$ cat src/rtl/pcie2_pipe_rx_cond_if.sv
// pcie2_pipe_rx_cond_if: PIPE RX conditioner bus; err_clr/err_cnt exist only with PIPE_RX_ERRCNT_EN
interface pcie2_pipe_rx_cond_if #(parameter int LANES = 1, parameter int BYTES = 2);
  localparam int DW = 8 * BYTES;
  logic                   start_mask;
  logic                   detsm_done;
  logic [LANES-1:0]       pcie_con;
  logic [1:0]             PowerDown;
  logic                   TxDetectRx_Loopback;
  logic [LANES*BYTES-1:0] TxElecIdle_in;
  logic [LANES*DW-1:0]    RxData_in;
  logic [LANES*BYTES-1:0] RxDataK_in;
  logic [LANES*3-1:0]     RxStatus_in;
  logic [LANES-1:0]       RxValid_in;
  logic [LANES-1:0]       RxElecIdle_in;
  logic [LANES*DW-1:0]    RxData_out;
  logic [LANES*BYTES-1:0] RxDataK_out;
  logic [LANES*3-1:0]     RxStatus_out;
  logic [LANES-1:0]       RxValid_out;
  logic [LANES-1:0]       RxElecIdle_out;
  logic [LANES-1:0]       ffc_fb_loopback;
`ifdef PIPE_RX_ERRCNT_EN
  logic                   err_clr;
  logic [LANES*8-1:0]     err_cnt;
`endif
  modport master (
    output start_mask, detsm_done, pcie_con, PowerDown, TxDetectRx_Loopback, TxElecIdle_in,
           RxData_in, RxDataK_in, RxStatus_in, RxValid_in, RxElecIdle_in,
    input  RxData_out, RxDataK_out, RxStatus_out, RxValid_out, RxElecIdle_out, ffc_fb_loopback
`ifdef PIPE_RX_ERRCNT_EN
    , output err_clr, input err_cnt
`endif
  );
  modport slave (
    input  start_mask, detsm_done, pcie_con, PowerDown, TxDetectRx_Loopback, TxElecIdle_in,
           RxData_in, RxDataK_in, RxStatus_in, RxValid_in, RxElecIdle_in,
    output RxData_out, RxDataK_out, RxStatus_out, RxValid_out, RxElecIdle_out, ffc_fb_loopback
`ifdef PIPE_RX_ERRCNT_EN
    , input err_clr, output err_cnt
`endif
  );
endinterface

$ cat src/rtl/pcie2_pipe_rx_cond.sv
// pcie2_pipe_rx_cond: per-lane PIPE RX valid/elecidle/status conditioning; PIPE_RX_ERRCNT_EN adds decode-error counters
module pcie2_pipe_rx_cond #(
  parameter int         LANES     = 1,
  parameter int         BYTES     = 2,
  parameter int         VALID_DLY = 21,
  parameter int         EI_DLY    = 21,
  parameter logic [7:0] COMMA     = 8'hBC
) (
  input logic PCLK,
  input logic RESET,
  pcie2_pipe_rx_cond_if.slave p
);
  localparam int DW = 8 * BYTES;
  typedef enum logic {INVALID = 1'b0, VALID = 1'b1} state_t;
  state_t [LANES-1:0] st, st_n;
  logic [LANES-1:0][VALID_DLY-1:0] vsr;
  logic [LANES-1:0][EI_DLY-1:0] esr;
  logic [1:0] sm;
  always_comb begin
    st_n = st;
    p.RxValid_out = '0;
    for (int l = 0; l < LANES; l++) begin
      logic hit;
      hit = 1'b0;
      for (int b = 0; b < BYTES; b++)
        hit = hit | (p.RxDataK_in[l*BYTES+b] && p.RxData_in[l*DW+b*8 +: 8] == COMMA);
      st_n[l] = !vsr[l][VALID_DLY-1] ? INVALID : (st[l] == VALID || hit) ? VALID : INVALID;
      p.RxValid_out[l] = st[l] == VALID;
    end
  end
  always_ff @(posedge PCLK) begin
    if (RESET) begin
      for (int l = 0; l < LANES; l++) st[l] <= INVALID;
      vsr <= '0;
      esr <= '1;
      sm <= '0;
      p.RxData_out <= '0;
      p.RxDataK_out <= '0;
      p.RxStatus_out <= '0;
      p.RxElecIdle_out <= '1;
      p.ffc_fb_loopback <= '0;
    end else begin
      st <= st_n;
      sm <= {sm[0], p.start_mask};
      p.RxData_out <= p.RxData_in;
      p.RxDataK_out <= p.RxDataK_in;
      for (int l = 0; l < LANES; l++) begin
        vsr[l] <= (vsr[l] << 1) | VALID_DLY'(p.RxValid_in[l]);
        esr[l] <= (esr[l] << 1) | EI_DLY'(p.RxElecIdle_in[l]);
        p.RxElecIdle_out[l] <= esr[l][EI_DLY-1] | sm[1];
        p.RxStatus_out[l*3 +: 3] <= p.detsm_done ? (p.pcie_con[l] ? 3'b011 : 3'b000) : p.RxStatus_in[l*3 +: 3];
        p.ffc_fb_loopback[l] <= p.PowerDown == 2'b00 && p.TxDetectRx_Loopback && ~|p.TxElecIdle_in[l*BYTES +: BYTES];
      end
    end
  end
`ifdef PIPE_RX_ERRCNT_EN
  always_ff @(posedge PCLK) begin
    if (RESET || p.err_clr)
      p.err_cnt <= '0;
    else
      for (int l = 0; l < LANES; l++)
        if (p.RxValid_out[l] && p.RxStatus_out[l*3 +: 3] == 3'b100 && p.err_cnt[l*8 +: 8] != 8'hFF)
          p.err_cnt[l*8 +: 8] <= p.err_cnt[l*8 +: 8] + 8'd1;
  end
`endif
endmodule
$ cat src/flat_wrapper.sv
// flat-port wrapper written by rule: the top's interface ports become plain ports
module pcie2_pipe_rx_cond_flat 
#(
  parameter int         LANES     = 1,
  parameter int         BYTES     = 2,
  parameter int         VALID_DLY = 21,
  parameter int         EI_DLY    = 21,
  parameter logic [7:0] COMMA     = 8'hBC
)
  (PCLK, RESET, p_start_mask, p_detsm_done, p_pcie_con, p_PowerDown, p_TxDetectRx_Loopback, p_TxElecIdle_in, p_RxData_in, p_RxDataK_in, p_RxStatus_in, p_RxValid_in, p_RxElecIdle_in, p_RxData_out, p_RxDataK_out, p_RxStatus_out, p_RxValid_out, p_RxElecIdle_out, p_ffc_fb_loopback);
  pcie2_pipe_rx_cond_if #(.LANES(LANES), .BYTES(BYTES)) p_i ();
  input logic PCLK;
  input logic RESET;
  input wire logic [$bits(p_i.start_mask)-1:0] p_start_mask;
  input wire logic [$bits(p_i.detsm_done)-1:0] p_detsm_done;
  input wire logic [$bits(p_i.pcie_con)-1:0] p_pcie_con;
  input wire logic [$bits(p_i.PowerDown)-1:0] p_PowerDown;
  input wire logic [$bits(p_i.TxDetectRx_Loopback)-1:0] p_TxDetectRx_Loopback;
  input wire logic [$bits(p_i.TxElecIdle_in)-1:0] p_TxElecIdle_in;
  input wire logic [$bits(p_i.RxData_in)-1:0] p_RxData_in;
  input wire logic [$bits(p_i.RxDataK_in)-1:0] p_RxDataK_in;
  input wire logic [$bits(p_i.RxStatus_in)-1:0] p_RxStatus_in;
  input wire logic [$bits(p_i.RxValid_in)-1:0] p_RxValid_in;
  input wire logic [$bits(p_i.RxElecIdle_in)-1:0] p_RxElecIdle_in;
  output wire logic [$bits(p_i.RxData_out)-1:0] p_RxData_out;
  output wire logic [$bits(p_i.RxDataK_out)-1:0] p_RxDataK_out;
  output wire logic [$bits(p_i.RxStatus_out)-1:0] p_RxStatus_out;
  output wire logic [$bits(p_i.RxValid_out)-1:0] p_RxValid_out;
  output wire logic [$bits(p_i.RxElecIdle_out)-1:0] p_RxElecIdle_out;
  output wire logic [$bits(p_i.ffc_fb_loopback)-1:0] p_ffc_fb_loopback;
  assign p_i.start_mask = p_start_mask;
  assign p_i.detsm_done = p_detsm_done;
  assign p_i.pcie_con = p_pcie_con;
  assign p_i.PowerDown = p_PowerDown;
  assign p_i.TxDetectRx_Loopback = p_TxDetectRx_Loopback;
  assign p_i.TxElecIdle_in = p_TxElecIdle_in;
  assign p_i.RxData_in = p_RxData_in;
  assign p_i.RxDataK_in = p_RxDataK_in;
  assign p_i.RxStatus_in = p_RxStatus_in;
  assign p_i.RxValid_in = p_RxValid_in;
  assign p_i.RxElecIdle_in = p_RxElecIdle_in;
  assign p_RxData_out = p_i.RxData_out;
  assign p_RxDataK_out = p_i.RxDataK_out;
  assign p_RxStatus_out = p_i.RxStatus_out;
  assign p_RxValid_out = p_i.RxValid_out;
  assign p_RxElecIdle_out = p_i.RxElecIdle_out;
  assign p_ffc_fb_loopback = p_i.ffc_fb_loopback;
  pcie2_pipe_rx_cond #(.LANES(LANES), .BYTES(BYTES), .VALID_DLY(VALID_DLY), .EI_DLY(EI_DLY), .COMMA(COMMA)) u_core (.PCLK(PCLK), .RESET(RESET), .p(p_i));
endmodule
$ cat config.mk
export PLATFORM = sky130hd
export DESIGN_NAME = pcie2_pipe_rx_cond_flat
export DESIGN_NICKNAME = d
export VERILOG_FILES = /design/src/rtl/pcie2_pipe_rx_cond_if.sv /design/src/rtl/pcie2_pipe_rx_cond.sv /design/src/flat_wrapper.sv
export SDC_FILE = /design/constraint.sdc
export NUM_CORES = 1
export LEC_CHECK = 0
export BUFFER_PORTS_ARGS = -buffer_cell sky130_fd_sc_hd__buf_4
export CELL_PAD_IN_SITES_DETAIL_PLACEMENT = 1
export CELL_PAD_IN_SITES_GLOBAL_PLACEMENT = 1
export CORE_MARGIN = 1.5
export CORE_UTILIZATION = 40
export CTS_BUF_LIST = sky130_fd_sc_hd__clkbuf_4 sky130_fd_sc_hd__clkbuf_8
export DETAILED_ROUTE_END_ITERATION = 16
export PLACE_DENSITY_LB_ADDON = 0.1
export SYNTH_ARGS = -nofsm -noshare
export SYNTH_HDL_FRONTEND = slang
export SYNTH_SLANG_ARGS = --single-unit
$ cat constraint.sdc
create_clock -name PCLK -period 1.2 [get_ports PCLK]
set_clock_uncertainty 0.15 [all_clocks]
set_input_delay 0.18 -clock PCLK [delete_from_list [all_inputs] [get_ports PCLK]]
set_output_delay 0.18 -clock PCLK [all_outputs]
set_load 0.1 [all_outputs]
Word level (Yosys, flattened, before mapping):

Index checks and enable logic that the tools add are counted.

* bits of input ports: 33
* output and inout port bits: 24
* register bits: 68
* logic and storage cells: 28

* bitwise gates (word level): 5
* multiplexer cells: 3
* equality and inequality tests: 2
* reductions and logical operators: 9

Operators by type and width (count)
* OR 21 x 1 -> 21 bit: 2
* equality test 8 bit (second input constant): 2
* logical AND 1 bit: 4
* OR reduction 2 bit: 2
* 2-to-1 mux 3 bit: 1
* logical NOT 2 bit: 1
* 2-to-1 mux 2 bit: 1
* OR 1 bit: 2
* logical NOT 1 bit: 1
* logical OR 1 bit: 1
* 2-to-1 mux 1 bit: 1
* inverter 1 bit: 1

Depth between registers and ports, before layout:

Gate-level depths: netlist of the first run.

* depth after elaboration: 5
* gate-level depth with buffers: 3
* mapped depth without buffers: 3

Least setup slack after synthesis of the first run:

OpenSTA, ideal clock, no wires.

* kind: register -> register
* from: register u_core.st (netlist: u_core.p.RxValid_out)
* to: register u_core.st (netlist: u_core.p.RxValid_out)
* path buffers: 0
* arrival time: 1.155 ns
* data required time: 0.980 ns
* path slack: -0.175 ns
* cell stages (with the launch flop): 3
* clock period less this slack: 1.375 ns
* library setup time: 0.070 ns
* cells stage by stage: dfxtp_1 a41oi_1 a21oi_1

* cells in the longest elaborated chain, start to end: 2

RTL lines
* from (decl): RTL line pcie2_pipe_rx_cond.sv:15 `state_t [LANES-1:0] st, st_n;`
* from (signal assigned): RTL line pcie2_pipe_rx_cond.sv:43 `st <= st_n;`
* logical OR 1 bit: RTL line pcie2_pipe_rx_cond.sv:27 `st_n[l] = !vsr[l][VALID_DLY-1] ? INVALID : (st[l] == VALID || hit) ? VALID : INVALID;`
* 2-to-1 mux 1 bit: RTL line pcie2_pipe_rx_cond.sv:27

No other way between the ends.
A chain may end at the register's enable or synchronous reset.

Worst setup path after layout of the first run:

* from: register u_core.st (netlist: u_core.p.RxValid_out)
* to: output port p_RxValid_out

RTL lines
* to (decl): RTL line flat_wrapper.sv:28 `output wire logic [$bits(p_i.RxValid_out)-1:0] p_RxValid_out;`

No word-level cell between the ends.

==> results of run 1 <==
## registers in the layout (all words and copies together), names as in the netlist
| register | flops |
|---|---|
| u_core.esr | 21 |
| u_core.p.RxDataK_out | 2 |
| u_core.p.RxData_out | 16 |
| u_core.p.RxElecIdle_out | 1 |
| u_core.p.RxStatus_out | 3 |
| u_core.p.RxValid_out | 1 |
| u_core.p.ffc_fb_loopback | 1 |
| u_core.sm | 2 |
| u_core.vsr | 21 |
## synth_stat cells, drive strengths merged
| cell | n | area [um2] |
|---|---|---|
| or3 | 1 | 6.26 |
| nor2b | 41 | 259 |
| a41oi | 1 | 8.76 |
| nor3 | 1 | 5.00 |
| or2 | 21 | 131 |
| nor3b | 2 | 15.0 |
| or4b | 1 | 10.0 |
| nand2b | 4 | 25.0 |
| nand2 | 2 | 7.51 |
| nand4b | 1 | 8.76 |
| or4 | 1 | 7.51 |
| and4b | 1 | 10.0 |
| dfxtp | 68 | 1360 |
| buf | 3 | 13.8 |
| a21oi | 3 | 15.0 |
| clkbuf | 4 | 15.0 |
## repair_timing
item | in CTS | in global routing
endpoints found under the setup margin | 24 | 19
hold endpoints to repair | 26 | 2
resized for setup | 66 | 7
## how the worst max path moves through the flow
stage | startpoint | endpoint | slack, ps | cells past startpoint
6_report | u_core.p.RxValid_out | p_RxValid_out | 10 | 1
5_1_grt | u_core.p.RxValid_out | p_RxValid_out | -30 | 1
4_1_cts | u_core.p.RxValid_out | p_RxValid_out | -10 | 1
3_5_place_dp | p_RxData_in[9] | u_core.p.RxValid_out | -70 | 4
3_3_place_gp | p_RxData_in[9] | u_core.p.RxValid_out | -80 | 4
2_1_floorplan | p_RxData_in[9] | u_core.p.RxValid_out | 70 | 3
## cell type report
type / instances / area [um2] / share of cell area
clock buffers: 13 / 179 / 0.0556
clock inverters: 3 / 42.5 / 0.0132
multi-input cells: 80 / 509 / 0.158
flip-flops and latches: 68 / 1390 / 0.433
well taps: 52 / 65.1 / 0.0202
repair buffers: 88 / 1030 / 0.320
## metal layers
layer,up-vias,track usage,share of wire
li1,665,-,-
met1,654,0.222,0.38
met2,41,0.410,0.59
met3,2,0.0486,0.030
met4,0,0.0860,0.0020
met5,-,0,0
## per-stage QoR
step | worst slack (ps) | instances | total power (W) | hold WS (ps) | util
4_1_cts | -14.1 | 304 | 0.00506 | -71.2 | 0.712
3_3_place_gp | -82.3 | 261 | 0.00289 | 184 | 0.542
6_report | 12.3 | 304 | 0.00505 | -35.1 | 0.719
2_1_floorplan | 69.1 | 155 | 0.00273 | 98.4 | -
5_1_grt | -26.5 | 304 | 0.00525 | -23.9 | 0.719
3_5_place_dp | -71.8 | 261 | 0.00290 | 197 | 0.542
## logic make-up (layout without fill, tap and decap cells)
logic type,after synthesis,in the layout,share of synthesized area
compound gates,4,4,0.0125
simple gates,76,76,0.256
flops,68,68,0.717
buf+inv,7,104,0.0151
## power by group through the flow
stage	Combinational, W	Sequential [W]	Clock, W
floorplan	0.0000688	0.00266	0
global placement	0.000509	0.00238	0
detailed placement	0.000519	0.00238	0
CTS	0.000673	0.00235	0.00204
global route	0.000721	0.00235	0.00217
finish	0.000695	0.00235	0.00200
==> flow_metrics.env, run 1 <==
export IMPL_status="finished, violations left"
export IMPL_violations="hold timing"
export IMPL_rr_worst_depth=1
export IMPL_final_common_cell="dfxtp_1"
export IMPL_final_area_um2=3220
export IMPL_track_usage=0.214
export IMPL_max_stage_delay_ps=370
export IMPL_postSynthAreaPerCell_um2=12.3
export IMPL_period_share=0.990
export IMPL_n_fill_cell=403
export IMPL_first_pass_iters=4
export IMPL_area_growth_synth_to_final_pct=69.4
export IMPL_gp_congestion=0.716
export IMPL_grt_pass1_wl_um=8090
export IMPL_hold_path_startpoint="p_RxData_in[8]"
export IMPL_worstPathRequired_ps=870
export IMPL_crit_type="flop to primary output"
export IMPL_reg2reg_from="u_core.sm[1]"
export IMPL_tightestPinTransition_ps=398
export IMPL_drt_iter0_markers=50
export IMPL_yosysUniqueCellTypes=19
export IMPL_crit_arrival_ps=860
export IMPL_crit_slowest_cell="dfxtp_4"
export IMPL_worstHoldPathType="primary input to flop"
export IMPL_portBuffers=56
export IMPL_clock_sinks=68
export IMPL_synth_seq_area_share=0.717
export IMPL_rsz0062_at_grt="true"
export IMPL_crit_buf_inv=1
export IMPL_ant_nets=0
export IMPL_clk_latency_ps=320
export IMPL_drt_total_wl_um=5030
export IMPL_maxSlewHeadroom=0.735
export IMPL_critPathLaunchType="flop"
export IMPL_irDropWorstVdd_v=0.00117
export IMPL_via_count=1362
export IMPL_seq_power_share=0.466
export IMPL_syn_inst=155
export IMPL_path_delay_family="flip-flops"
export IMPL_hold_worst_slack_ps=-35.1
export IMPL_p_per_area_nw_per_um2=1570
export IMPL_setup_violations=0
export IMPL_drive_gt1_frac=0.480
export IMPL_r2r_end="u_core.p.RxElecIdle_out"
export IMPL_hold_end="u_core.p.RxValid_out"
export IMPL_grt_pass1_vias=1632
export IMPL_slew_violations=0
export IMPL_leakage_nw=1.32
export IMPL_ctsHoldBuffers=27
export IMPL_die_x_um=71.9
export IMPL_start_util=0.424
export IMPL_grt_max_degree=46
export IMPL_antenna_cells=0
export IMPL_switchingPower_w=0.00124
export IMPL_cts_root_buf="clkbuf_8"
export IMPL_antenna_found_initial=0
export IMPL_synth_net_count=188
export IMPL_synth_area_um2=1900
export IMPL_fin_nets=280
export IMPL_place_hpwl_um=2320
export IMPL_hold_viol=2
export IMPL_mostFrequentLayoutCells="dfxtp_1, nor2b_1, buf_4"
export IMPL_p_int_w=0.00381
export IMPL_viasPerCell=4.48
export IMPL_synth_warnings=0
export IMPL_dieArea_um2=5170
export IMPL_synth_seq_cells=68
export IMPL_cp_max_fo=2
export IMPL_cts_tree="done"
export IMPL_setup_tns_ps=0
export IMPL_r2r_slack_ps=280
export IMPL_worstPathCellList="buf_12"
export IMPL_path_clk_slew_ps=70
export IMPL_post_cts_setup_buffers=0
export IMPL_io_pins=57
export IMPL_max_cap_viol_count=0
export IMPL_grt_overflow_total=0
export IMPL_htree_levels=3
export IMPL_wl_per_cell_um=16.5
export IMPL_max_freq_mhz=842
export IMPL_drc=0
export IMPL_ctsLongestPathBuffers=2
export IMPL_swShare=0.245
export IMPL_chipHeight_um=71.9
export IMPL_num_rows=24
export IMPL_endpoint_kind="primary output"
export IMPL_cts_buffers=9
export IMPL_place_area_um2=2420
export IMPL_whs_path_depth=3
export IMPL_core_um2=4470
export IMPL_pwr_share_clk=0.396
export IMPL_fin_crit_ps=1190
export IMPL_comb_power_share=0.138
Power figures use the tool's default switching activity.
==> inputs of run 2 (changes only) <==
--- a/config.mk
+++ b/config.mk
@@ -5,11 +5,13 @@
 export SDC_FILE = /design/constraint.sdc
 export NUM_CORES = 1
 export LEC_CHECK = 0
+export ABC_AREA = 1
+export ABC_CLOCK_PERIOD_IN_PS = 1200
 export BUFFER_PORTS_ARGS = -buffer_cell sky130_fd_sc_hd__buf_4
 export CELL_PAD_IN_SITES_DETAIL_PLACEMENT = 1
 export CELL_PAD_IN_SITES_GLOBAL_PLACEMENT = 1
 export CORE_MARGIN = 1.5
-export CORE_UTILIZATION = 40
+export CORE_UTILIZATION = 39
 export CTS_BUF_LIST = sky130_fd_sc_hd__clkbuf_4 sky130_fd_sc_hd__clkbuf_8
 export DETAILED_ROUTE_END_ITERATION = 16
 export PLACE_DENSITY_LB_ADDON = 0.1
==> flow_metrics.env, run 2 <==
export IMPL_hold_viol=0
export IMPL_start_util=0.415
export IMPL_track_usage=0.257
export IMPL_antenna_found_initial=2
export IMPL_clock_sinks=68
export IMPL_leakage_nw=1.53
export IMPL_crit_buf_inv=1
export IMPL_setup_violations=17
export IMPL_path_clk_slew_ps=90
export IMPL_p_per_area_nw_per_um2=1570
export IMPL_worst_slack_ps=-56.8
export IMPL_synth_seq_cells=68
export IMPL_synth_common_cells="dfxtp_1, nor2_1, inv_1"
export IMPL_drive_gt1_frac=0.431
export IMPL_total_power_w=0.00535
export IMPL_ctsLongestPathBuffers=2
export IMPL_synth_seq_area_share=0.682
export IMPL_ant_nets=0
export IMPL_pre_cts_slack_ps=153
export IMPL_async_flop_share=0
export IMPL_via_count=1752
export IMPL_gp_congestion=0.710
export IMPL_synth_net_count=245
export IMPL_drc=0
export IMPL_status="finished, violations left"
export IMPL_wl_per_cell_um=21.9
export IMPL_use_met1=0.312
export IMPL_worstPathCellList="buf_12"
export IMPL_cts_buffers=9
export IMPL_crit_arrival_ps=930
export IMPL_grt_pass1_vias=1797
export IMPL_synth_warnings=0
export IMPL_maxSlewHeadroom=0.804
export IMPL_portBuffers=56
export IMPL_clk_latency_ps=350
export IMPL_grt_pass1_wl_um=9920
export IMPL_fin_nets=339
export IMPL_synth_largest_area_cell="dfxtp_1"
export IMPL_rsz0062_at_grt="true"
export IMPL_crit_slowest_cell="dfxtp_2"
export IMPL_viasPerCell=4.61
export IMPL_critPathLaunchType="flop"
export IMPL_place_hpwl_um=2610
export IMPL_first_pass_iters=4
export IMPL_reg2reg_from="u_core.esr[20]"
export IMPL_io_pins=57
export IMPL_slew_violations=0
export IMPL_core_um2=4820
export IMPL_synth_top_area_frac=0.682
export IMPL_post_cts_setup_buffers=0
export IMPL_max_stage_delay_ps=380
export IMPL_post_synth_top_count_cell="dfxtp_1"
export IMPL_drt_iter0_markers=83
export IMPL_endpoint_kind="primary output"
export IMPL_die_x_um=74.6
export IMPL_grtUsageMet2=0.435
export IMPL_syn_inst=212
export IMPL_cp_max_fo=2
export IMPL_synth_area_um2=2000
export IMPL_cts_tree="done"
export IMPL_postSynthAreaPerCell_um2=9.42
export IMPL_grt_overflow_total=0
export IMPL_met3_usage=0.0678
export IMPL_tightestPinTransition_ps=294
export IMPL_yosysUniqueCellTypes=12
export IMPL_hold_worst_slack_ps=66.7
export IMPL_crit_type="flop to primary output"
export IMPL_critPathLaunch="u_core.p.RxValid_out"
export IMPL_n_fill_cell=514
export IMPL_drt_total_wl_um=8320
export IMPL_ys_flop_type="dfxtp_1"
export IMPL_cts_root_buf="clkbuf_8"
export IMPL_synth_edff_count=0
export IMPL_worstPathRequired_ps=870
export IMPL_yosys_top_cells_area="dfxtp_1, nor2_1, inv_1, or2_2, nand2_1"
export IMPL_worstHoldPathType="primary input to flop"
export IMPL_num_rows=25
export IMPL_path_delay_family="flip-flops"
export IMPL_largestRegisters="u_core.esr (21), u_core.vsr (21), u_core.p.RxData_out (16)"
export IMPL_grt_max_degree=34
export IMPL_fin_crit_ps=1260
export IMPL_chipHeight_um=74.6
export IMPL_mostFrequentLayoutCells="inv_1, nor2_1, dfxtp_1"
export IMPL_area_growth_synth_to_final_pct=70.4
export IMPL_dieArea_um2=5560
export IMPL_max_cap_viol_count=0
export IMPL_period_share=1.05
export IMPL_final_common_cell="inv_1"
export IMPL_violations="setup timing"
export IMPL_max_freq_mhz=796
export IMPL_grt_busiest_layer="met2"
export IMPL_irDropWorstVdd_v=0.00116
export IMPL_htree_levels=3
export IMPL_hold_path_startpoint="RESET"
-- run 2: what timing repair did --
| action | CTS | global route |
|---|---|---|
| pin swaps | 0 | 2 |
| hold buffers | 31 | 0 |
| setup endpoints to repair | 24 | 24 |
| gates resized for setup | 56 | 31 |
| hold endpoints to repair | 25 | 0 |
-- run 2: power breakdown --
group          internal, W  switching [W]
logic             0.000317       0.000458
clock network      0.00122       0.000991
registers          0.00232      0.0000408
total              0.00386        0.00149
-- run 2: path summary, 6_finish.rpt --
check                                                end  slack (ps)  depth (start not counted)
worst max-delay path                       p_RxValid_out         -60                          1
worst min register to register             u_core.vsr[1]         270                          2
worst min-delay path            u_core.p.ffc_fb_loopback          70                          2
worst max register to register   u_core.p.RxElecIdle_out         300                          2
-- run 2: final cells by class --
| class | count | area, um2 | share of cell area |
|---|---|---|---|
| Clock buffer | 10 | 138 | 0.0404 |
| Sequential cell | 68 | 1390 | 0.409 |
| Tap cell | 67 | 83.8 | 0.0246 |
| Antenna cell | 2 | 5.00 | 0.00147 |
| Inverter | 48 | 180 | 0.0529 |
| Multi-Input combinational cell | 89 | 453 | 0.133 |
| Timing Repair Buffer | 90 | 1060 | 0.313 |
| Clock inverter | 6 | 87.6 | 0.0257 |
-- run 2: layer usage --
metal  vias up  share of wire  wire length [um]
met5         -              0                 0
met3        33          0.047               394
li1        784              -                 -
met2        79           0.50              4140
met4         0          0.060               503
met1       856           0.39              3270
-- run 2: cell families after synthesis --
group / share of synthesized area
AO/OA/AOI/OAI: 0.00877
buffers and inverters: 0.110
flip-flops: 0.682
AND/OR/NAND/NOR: 0.199
-- run 2: metrics by stage --
step           std cells  instance area, um2  setup TNS [ps]  utilization
5_1_grt              380                3400            -628        0.706
3_3_place_gp         331                2510               0        0.522
4_1_cts              378                3270           -1.82        0.679
6_report             380                3400            -269        0.706
3_5_place_dp         331                2510               0        0.522
2_1_floorplan        212                2030               0            -
==> inputs of run 3 (changes only) <==
--- a/config.mk
+++ b/config.mk
@@ -5,16 +5,16 @@
 export SDC_FILE = /design/constraint.sdc
 export NUM_CORES = 1
 export LEC_CHECK = 0
-export ABC_AREA = 1
 export ABC_CLOCK_PERIOD_IN_PS = 1200
 export BUFFER_PORTS_ARGS = -buffer_cell sky130_fd_sc_hd__buf_4
 export CELL_PAD_IN_SITES_DETAIL_PLACEMENT = 1
 export CELL_PAD_IN_SITES_GLOBAL_PLACEMENT = 1
 export CORE_MARGIN = 1.5
-export CORE_UTILIZATION = 39
+export CORE_UTILIZATION = 40
 export CTS_BUF_LIST = sky130_fd_sc_hd__clkbuf_4 sky130_fd_sc_hd__clkbuf_8
 export DETAILED_ROUTE_END_ITERATION = 16
 export PLACE_DENSITY_LB_ADDON = 0.1
 export SYNTH_ARGS = -nofsm -noshare
 export SYNTH_HDL_FRONTEND = slang
 export SYNTH_SLANG_ARGS = --single-unit
+export TNS_END_PERCENT = 20
==> flow_metrics.env, run 3 (synthesis results as in run 1) <==
export IMPL_cp_max_fo=2
export IMPL_pwr_share_clk=0.402
export IMPL_pre_cts_slack_ps=-114
export IMPL_antenna_cells=0
export IMPL_crit_slowest_cell="dfxtp_4"
export IMPL_grtUsageMet2=0.420
export IMPL_htree_levels=3
export IMPL_p_per_area_nw_per_um2=1580
export IMPL_gp_congestion=0.720
export IMPL_place_area_um2=2390
export IMPL_antenna_found_initial=0
export IMPL_r2r_slack_ps=280
export IMPL_tightestPinTransition_ps=430
export IMPL_critPathLaunch="u_core.p.RxValid_out"
export IMPL_drive_gt1_frac=0.490
export IMPL_endpoint_kind="primary output"
export IMPL_start_util=0.424
export IMPL_wl_per_cell_um=17.3
export IMPL_worstPathRequired_ps=870
export IMPL_drc=0
export IMPL_crit_buf_inv=1
export IMPL_setup_violations=2
export IMPL_period_share=1.02
export IMPL_leakage_nw=1.33
export IMPL_switchingPower_w=0.00129
export IMPL_grt_busiest_layer="met2"
export IMPL_path_clk_slew_ps=70
export IMPL_cts_tree="done"
export IMPL_num_rows=24
export IMPL_hold_path_startpoint="p_TxElecIdle_in[0]"
export IMPL_ant_nets=0
export IMPL_grt_overflow_total=0
export IMPL_hold_viol=2
export IMPL_swShare=0.253
export IMPL_viasPerCell=4.49
export IMPL_crit_arrival_ps=890
export IMPL_maxSlewHeadroom=0.713
export IMPL_critPathLaunchType="flop"
export IMPL_clock_sinks=68
export IMPL_mostFrequentLayoutCells="dfxtp_1, nor2b_1, buf_4"
export IMPL_fin_crit_ps=1220
export IMPL_largestRegisters="u_core.esr (21), u_core.vsr (21), u_core.p.RxData_out (16)"
export IMPL_final_area_um2=3220
export IMPL_worstHoldPathType="primary input to flop"
export IMPL_violations="hold timing, setup timing"
export IMPL_portBuffers=56
export IMPL_max_stage_delay_ps=380
export IMPL_ctsLongestPathBuffers=2
export IMPL_reg2reg_from="u_core.sm[1]"
export IMPL_final_common_cell="dfxtp_1"
export IMPL_worstPathCellList="buf_12"
export IMPL_grt_pass1_wl_um=8290
export IMPL_grt_pass1_vias=1615
export IMPL_max_freq_mhz=819
export IMPL_fin_nets=277
export IMPL_die_x_um=71.9
export IMPL_ctsHoldBuffers=26
export IMPL_place_hpwl_um=2370
export IMPL_via_count=1351
export IMPL_drt_total_wl_um=5200
export IMPL_cts_buffers=9
export IMPL_area_growth_synth_to_final_pct=69.6
export IMPL_comb_power_share=0.137
export IMPL_p_int_w=0.00380
export IMPL_status="finished, violations left"
export IMPL_hold_worst_slack_ps=-65.6
export IMPL_io_pins=57
export IMPL_worst_slack_ps=-21.0
export IMPL_drt_iter0_markers=31
export IMPL_first_pass_iters=4
export IMPL_slew_violations=0
export IMPL_dieArea_um2=5170
export IMPL_cts_root_buf="clkbuf_8"
export IMPL_use_met1=0.230
export IMPL_crit_type="flop to primary output"
export IMPL_post_cts_setup_buffers=0
export IMPL_core_um2=4470
export IMPL_grt_max_degree=50
export IMPL_track_usage=0.224
export IMPL_max_cap_viol_count=0
export IMPL_clk_latency_ps=330
export IMPL_seq_power_share=0.462
export IMPL_rsz0062_at_grt="true"
export IMPL_met3_usage=0.0764
export IMPL_chipHeight_um=71.9
export IMPL_path_delay_family="flip-flops"
export IMPL_irDropWorstVdd_v=0.00108
[run 3: cell types whose count changed in the layout (fill, tap and decap cells not counted), moves of 3 or more]
| cell | before | now |
|---|---|---|
| clkbuf_8 | 10 | 13 |
| inv_1 | 48 | 0 |
| nand2b_1 | 0 | 4 |
| nor2_1 | 47 | 0 |
| nand3_2 | 3 | 0 |
| dlygate4sd3_1 | 28 | 24 |
| nand2_1 | 6 | 2 |
| nand2_2 | 3 | 0 |
| nor2_2 | 3 | 0 |
| nor2b_1 | 0 | 40 |
[run 3: final timing paths]
| check | end | cells after the start |
|---|---|---|
| worst max-delay path | p_RxValid_out | 1 |
| worst max register to register | u_core.p.RxElecIdle_out | 1 |
| worst min register to register | u_core.esr[15] | 1 |
| worst min-delay path | u_core.p.ffc_fb_loopback | 3 |
[run 3: routing by layer]
metal	part of all wire	routed length, um
met5	0	0
met4	0.010	52
met3	0.028	147
met2	0.57	2950
met1	0.40	2060
[run 3: cell type report]
cell class,count,area (um2)
clock buffer,13,179
clock inverter,3,42.5
fill,424,1250
multi-input combinational,80,532
sequential,68,1390
tap,52,65.1
timing repair buffer,85,1010
[run 3: repair_timing]
item                                   in CTS  in global routing
endpoints found under the hold margin      26                  3
resized for setup                          89                 10
pin swaps                                   0                  3
setup endpoints to repair                  24                 25
[run 3: power groups by stage]
stage / sequential [W] / clock, W / combinational (W)
finish: 0.00235 / 0.00204 / 0.000695
global route: 0.00235 / 0.00219 / 0.000721
CTS: 0.00235 / 0.00203 / 0.000674
detailed placement: 0.00237 / 0 / 0.000516
global placement: 0.00237 / 0 / 0.000507
floorplan: 0.00265 / 0 / 0.0000688
[run 3: metrics by stage]
stage                     std cells   util  setup TNS (ps)  hold slack, ps  power, W
after floorplan                 155      -            -780             106   0.00272
after global placement          260  0.534           -84.3             192   0.00288
after detailed placement        260  0.534            -114             200   0.00289
after CTS                       302  0.712           -33.9           -78.6   0.00506
after global routing            301  0.720            -706           -72.6   0.00526
final                           301  0.720           -22.0           -65.6   0.00509
